--- src/rtl/quadrature_step_gen_if.sv ---
`default_nettype none
// ============================================================================
//  Module      : quadrature_step_gen_if
//  Description : Tile pin bundle for the quadrature step generator.
//                io_in carries clk/rst_n on bits 1:0 (also routed as plain
//                ports to the core) and the step/dir/run/rate commands on
//                bits 7:2. io_out carries A, B, busy, index and pos[3:0].
//  Ports       : io_in[7:0]  - tile inputs  (driven by the master)
//                io_out[7:0] - tile outputs (driven by the slave)
//  Revision    : 1.0 - initial release
// ============================================================================
interface quadrature_step_gen_if;
    logic [7:0] io_in;
    logic [7:0] io_out;

    modport master (output io_in, input  io_out);
    modport slave  (input  io_in, output io_out);
endinterface
`default_nettype wire

--- src/rtl/quadrature_step_gen.sv ---
`default_nettype none
// ============================================================================
//  Module      : quadrature_step_gen
//  Description : Step/direction to two-phase A/B quadrature generator.
//                Commands are synchronized, step edges detected, and each
//                accepted command produces exactly one quadrature transition
//                followed by a hold of P = 2^rate cycles. One step arriving
//                during a hold is buffered; run mode transitions every P
//                cycles. A 4-bit position counter drives the A/B decode and
//                the index flag.
//  Parameters  : SYNC_STAGES - synchronizer depth on io_in[7:2]
//  Ports       : clk            - rising-edge clock (tile pin io_in[0])
//                rst_n          - synchronous active-low reset (io_in[1])
//                tile.io_in[2]  - step, rising edge requests a transition
//                tile.io_in[3]  - dir, 1 = forward (A leads B, pos + 1)
//                tile.io_in[4]  - run, free-running transitions
//                tile.io_in[7:5]- rate, hold period P = 2^rate cycles
//                tile.io_out[0] - A phase
//                tile.io_out[1] - B phase
//                tile.io_out[2] - busy, high for the P cycles after a
//                                 transition
//                tile.io_out[3] - index, high while pos == 0
//                tile.io_out[7:4] - pos, wraps modulo 16
//  Revision    : 1.0 - initial release
// ============================================================================
module quadrature_step_gen #(
    parameter int SYNC_STAGES = 2
) (
    input  logic                        clk,
    input  logic                        rst_n,
    quadrature_step_gen_if.slave        tile
);

    localparam int CTRL_W = 6;

    typedef enum logic [0:0] {
        ST_IDLE = 1'b0,
        ST_HOLD = 1'b1
    } state_t;

    // ------------------------------------------------------------------
    // Input synchronizers. Every command bit goes through the same number
    // of stages so dir is always aligned with the step edge it qualifies.
    // Bits 1:0 of io_in are clk/rst_n and arrive on the dedicated ports.
    // ------------------------------------------------------------------
    logic [CTRL_W-1:0] r_sync [SYNC_STAGES];
    logic [CTRL_W-1:0] w_ctrl_s;
    logic              w_unused_pins;

    assign w_unused_pins = ^tile.io_in[1:0];

    always_ff @(posedge clk) begin
        if (!rst_n) begin
            for (int i = 0; i < SYNC_STAGES; i++) begin
                r_sync[i] <= '0;
            end
        end else begin
            r_sync[0] <= tile.io_in[7:2];
            for (int i = 1; i < SYNC_STAGES; i++) begin
                r_sync[i] <= r_sync[i-1];
            end
        end
    end

    assign w_ctrl_s = r_sync[SYNC_STAGES-1];

    logic       w_step_s;
    logic       w_dir_s;
    logic       w_run_s;
    logic [2:0] w_rate_s;

    assign w_step_s = w_ctrl_s[0];
    assign w_dir_s  = w_ctrl_s[1];
    assign w_run_s  = w_ctrl_s[2];
    assign w_rate_s = w_ctrl_s[5:3];

    // ------------------------------------------------------------------
    // Step edge detection
    // ------------------------------------------------------------------
    logic r_step_d;
    logic w_step_rise;

    always_ff @(posedge clk) begin
        if (!rst_n) begin
            r_step_d <= 1'b0;
        end else begin
            r_step_d <= w_step_s;
        end
    end

    assign w_step_rise = w_step_s & ~r_step_d;

    // Hold counter reload value P-1 = 2^rate - 1, formed as a mask of the
    // low 'rate' bits. Sampled only at reload, so a rate change mid-hold
    // applies from the next transition on.
    logic [6:0] w_reload;
    assign w_reload = ~(7'h7f << w_rate_s);

    // ------------------------------------------------------------------
    // Control FSM
    // ------------------------------------------------------------------
    state_t     r_state;
    state_t     w_state_next;
    logic [6:0] r_cnt;
    logic [6:0] w_cnt_next;
    logic       r_pending;
    logic       w_pending_next;
    logic       w_fire;

    always_ff @(posedge clk) begin
        if (!rst_n) begin
            r_state   <= ST_IDLE;
            r_cnt     <= 7'd0;
            r_pending <= 1'b0;
        end else begin
            r_state   <= w_state_next;
            r_cnt     <= w_cnt_next;
            r_pending <= w_pending_next;
        end
    end

    always_comb begin
        w_state_next   = r_state;
        w_cnt_next     = r_cnt;
        w_pending_next = r_pending;
        w_fire         = 1'b0;

        case (r_state)
            ST_IDLE: begin
                if (w_run_s || w_step_rise) begin
                    w_fire       = 1'b1;
                    w_cnt_next   = w_reload;
                    w_state_next = ST_HOLD;
                end
            end

            ST_HOLD: begin
                if (r_cnt == 7'd0) begin
                    // Last hold cycle: a buffered step is consumed here, and
                    // a step edge landing exactly now counts as if buffered.
                    w_pending_next = 1'b0;
                    if (r_pending || w_run_s || w_step_rise) begin
                        w_fire     = 1'b1;
                        w_cnt_next = w_reload;
                    end else begin
                        w_state_next = ST_IDLE;
                    end
                end else begin
                    w_cnt_next = r_cnt - 7'd1;
                    // Only one step is buffered; further edges are dropped.
                    // Step edges in run mode are ignored entirely.
                    if (w_step_rise && !w_run_s) begin
                        w_pending_next = 1'b1;
                    end
                end
            end

            default: begin
                w_state_next = ST_IDLE;
            end
        endcase
    end

    // ------------------------------------------------------------------
    // Position counter and registered outputs. Outputs are computed from
    // the next position so pos, A/B and index all change on one edge.
    // ------------------------------------------------------------------
    logic [3:0] r_pos;
    logic [3:0] w_pos_next;
    logic       r_a;
    logic       r_b;
    logic       r_busy;
    logic       r_index;
    logic [1:0] w_ba_next;

    // Gray decode of pos[1:0] into {B, A}: 00 -> 10 -> 11 -> 01 as AB,
    // so consecutive positions differ in exactly one phase.
    function automatic logic [1:0] phase_of(input logic [1:0] p);
        logic [1:0] ba;
        case (p)
            2'd0:    ba = 2'b00;
            2'd1:    ba = 2'b01;
            2'd2:    ba = 2'b11;
            default: ba = 2'b10;
        endcase
        return ba;
    endfunction

    always_comb begin
        w_pos_next = r_pos;
        if (w_fire) begin
            w_pos_next = w_dir_s ? (r_pos + 4'd1) : (r_pos - 4'd1);
        end
    end

    assign w_ba_next = phase_of(w_pos_next[1:0]);

    always_ff @(posedge clk) begin
        if (!rst_n) begin
            r_pos   <= 4'd0;
            r_a     <= 1'b0;
            r_b     <= 1'b0;
            r_busy  <= 1'b0;
            r_index <= 1'b1;
        end else begin
            r_pos   <= w_pos_next;
            r_a     <= w_ba_next[0];
            r_b     <= w_ba_next[1];
            r_busy  <= (w_state_next == ST_HOLD);
            r_index <= (w_pos_next == 4'd0);
        end
    end

    assign tile.io_out = {r_pos, r_index, r_busy, r_b, r_a};

endmodule
`default_nettype wire

--- src/flat_wrapper.sv ---
// flat-port wrapper written by rule: the top's interface ports become plain ports
module quadrature_step_gen_flat 
#(
    parameter int SYNC_STAGES = 2
)
  (clk, rst_n, tile_io_in, tile_io_out);
  quadrature_step_gen_if tile_i ();
  input  logic clk;
  input  logic rst_n;
  input wire logic [$bits(tile_i.io_in)-1:0] tile_io_in;
  output wire logic [$bits(tile_i.io_out)-1:0] tile_io_out;
  assign tile_i.io_in = tile_io_in;
  assign tile_io_out = tile_i.io_out;
  quadrature_step_gen #(.SYNC_STAGES(SYNC_STAGES)) u_core (.clk(clk), .rst_n(rst_n), .tile(tile_i));
endmodule
--- config.mk ---
export PLATFORM = sky130hd
export DESIGN_NAME = quadrature_step_gen_flat
export DESIGN_NICKNAME = d
export VERILOG_FILES = /design/src/rtl/quadrature_step_gen_if.sv /design/src/rtl/quadrature_step_gen.sv /design/src/flat_wrapper.sv
export SDC_FILE = /design/constraint.sdc
export NUM_CORES = 1
export LEC_CHECK = 0
export CAP_MARGIN = 20
export CORE_UTILIZATION = 61
export CTS_BUF_LIST = sky130_fd_sc_hd__clkbuf_4
export DETAILED_ROUTE_END_ITERATION = 7
export PLACE_DENSITY = 0.89
export SKIP_CTS_REPAIR_TIMING = 1
export SLEW_MARGIN = 20
export SYNTH_ARGS = -nofsm -noshare
export SYNTH_HDL_FRONTEND = slang
export SYNTH_SLANG_ARGS = --single-unit
--- constraint.sdc ---
create_clock -name clk -period 3.5 [get_ports clk]
set_clock_uncertainty 0.15 [all_clocks]
set_input_delay 0.875 -clock clk [delete_from_list [all_inputs] [get_ports clk]]
set_output_delay 0.875 -clock clk [all_outputs]
set_load 0.03 [all_outputs]
==> impl_metrics.ini <==
[cells_and_area]
multi_input_area_um2 = 758
fillers = 188
layout.nets = 184
regArea_um2 = 581
num_antenna_cells = 0
utilization_pct = 72.2
final_cell_mix = 29 x dfxtp_1, 15 x clkdlybuf4s50_1, 14 x and2_1, 12 x a21oi_1
area_delta_synth_final_pct = 11.9
mostFrequentLayoutCell = dfxtp_1
drive_gt1_share_pct = 7.69

[critical_path]
max_stage_delay_ns = 0.75
critPathKind = reg -> out
crit_buf_inv = 1
cp_num_cells = 1
ff2ff_path_depth = 8
critical_path_required_ns = 2.47
end_kind = output pin
r2r_start = u_core.r_cnt[0]
cp-start-kind = flop
cp_top_family = buffers and inverters
worstPathArrival_ns = 1.68
crit_slowest_cell = clkdlybuf4s50_1
rrSetupSlack_ns = 1.02
r2r-end = u_core.r_b
path_cells = clkdlybuf4s50_1
worstPathMaxFanout = 10

[pwr]
swShare_pct = 34.2
powerDensity_nw_per_um2 = 507
p_switching_uw = 277
leakagePower_uw = 0.000605
clkPwrFrac_pct = 23.8
p_comb_share_pct = 28.4
ir_worst_vdd_mv = 0.360
p_int_uw = 533
seq_power_share_pct = 47.8

[sta]
fin_crit_sh_pct = 77.4
slew-limit-headroom_pct = 59.9
slew_violations = 0
setup_tns_ns = 0
rsz0062_at_grt = no
tightest_slew_ns = 0.600
fin_crit_ns = 2.71
achievable-frequency_mhz = 369
finalHoldViolations = 0
setup_violations = 0

[drt]
via_count = 1176
drtIter0Drc = 18
drt_first_pass_iters = 6
drc_errors = 0
wirelength_mm = 2.76
antenna_left = 0
wl_per_cell_um = 14.0
drt-vias-per-instance = 5.97

[floorplanning]
coreArea_um2 = 2210
ioPinCount = 18
rows = 17
start_util_pct = 64.5
dieHeight_um = 50.4
die_w_um = 50.4
dieArea_um2 = 2540

[place]
hpwl_mm = 1.93
port_buffers = 15
place_congestion = 0.856

[clocking]
cts.clk_slew.worst_paths_ns = 0.09
ctsRootBufferMaster = clkbuf_4
ctsHtreeMaxLevel = 2
clock_sinks = 29
clockBufferDepth = 2
cts_tree = done
clkLatencyLatePin_ns = 0.34
cts_buffers = 5

[yosys]
synth_top_cell_by_area = dfxtp_1
synthFlopType = dfxtp_1
async_reset_ff_share_pct = 0
synth_cell_types = 47
yosysTopAreaCellShare_pct = 40.7
synth_nets = 172
yosys-top-cells-area = dfxtp_1 41%, and2_1 6.1%, ha_1 4.4%, a21oi_1 4.2%, o21ai_0 2.8%
synth_edf_count = 0
ys_seq_elements = 29
syn_area_per_cell_um2 = 9.14
yosysSeqAreaShare_pct = 40.7
netlist_area_um2 = 1430
yosys_warnings = 0
netlist_instances = 156

[run_status]
run_status = finished clean

[job]
drv_cap = 0

[global_route]
grt_max_degree = 21
track_usage_pct = 25.7
grt_overflow = 0
grt_pass1_wl_mm = 4.77
grt_antenna_before_repair = 0
grt_pass1_vias = 1114

[worst_hold_path]
min_path_cells = 1
hold-path-endpoint = u_core.r_sync[0][9]
min_path_type = reg -> reg
hold_start = u_core.r_sync[0][3]
==> per-stage QoR <==
| stage | hold WS, ns | worst slack [ns] | cell area, µm² | std cells | power (µW) |
|---|---|---|---|---|---|
| floorplan | 0.256 | 1.23 | 1430 | 156 | 573 |
| global placement | 0.260 | 0.934 | 1550 | 189 | 613 |
| global route | 0.308 | 0.732 | 1600 | 197 | 855 |
| CTS | 0.287 | 0.803 | 1600 | 197 | 808 |
| finish | 0.287 | 0.792 | 1600 | 197 | 810 |
| detailed placement | 0.267 | 0.869 | 1550 | 189 | 623 |
==> sequential cells by signal (all words and copies together), names as in the netlist <==
signal	cells
u_core.r_sync	12
u_core.r_cnt	7
u_core.r_busy	1
u_core.r_b	1
u_core.r_index	1
u_core.r_pending	1
u_core.r_step_d	1
u_core.r_pos	4
u_core.r_a	1
==> Yosys cell counts (2+ instances only) <==
cell type,n
dfxtp_1,29
and2_1,14
a21oi_1,12
nand2_1,8
o21ai_0,8
nand3_1,7
inv_1,6
buf_4,5
ha_1,5
nor2_1,5
nor3_1,4
a31oi_1,3
clkbuf_1,3
nand2b_1,3
o21ai_1,3
a211oi_1,2
a21o_1,2
and3_1,2
mux2i_1,2
nand3b_1,2
nor3b_1,2
nor4_1,2
o2111ai_1,2
or2_2,2
==> how the worst max path moves through the flow <==
| stage | startpoint | endpoint | slack (ns) |
|---|---|---|---|
| 5_1_grt | u_core.r_busy | tile_io_out[2] | 0.73 |
| 2_1_floorplan | u_core.r_cnt[0] | u_core.r_b | 1.23 |
| 4_1_cts | u_core.r_busy | tile_io_out[2] | 0.80 |
| 6_report | u_core.r_busy | tile_io_out[2] | 0.79 |
| 3_3_place_gp | rst_n | u_core.r_cnt[5] | 0.93 |
| 3_5_place_dp | rst_n | u_core.r_cnt[5] | 0.87 |
==> power groups by stage <==
stage / clock, µW / combinational, µW / sequential, µW
finish: 192 / 230 / 387
global route: 208 / 255 / 391
CTS: 191 / 230 / 387
detailed placement: 0 / 229 / 394
global placement: 0 / 221 / 392
floorplan: 0 / 178 / 395
==> metal layers <==
| metal | track usage [%] | wire length (µm) | vias up |
|---|---|---|---|
| met2 | 42.9 | 1320 | 46 |
| met5 | 0 | 0 | - |
| li1 | - | - | 583 |
| met4 | 9.72 | 49 | 0 |
| met3 | 9.09 | 168 | 12 |
| met1 | 30.0 | 1220 | 535 |
==> logic make-up after synthesis <==
family                   synth area share, %
adder cells (fa/ha/maj)                 5.79
flip-flops                              40.7
AO/OA/AOI/OAI                           22.1
buffers and inverters                   6.14
XOR/XNOR                                1.23
AND/OR/NAND/NOR                         22.6
multiplexers                            1.40
==> area by class of cell <==
type / count / share of cell area, %
multi-input combinational: 111 / 47.5
sequential: 29 / 36.4
timing repair buffer: 15 / 9.40
clock buffer: 5 / 2.35
tap: 28 / 2.19
inverter: 6 / 1.41
clock inverter: 3 / 0.784
Power figures use the tool's default switching activity.
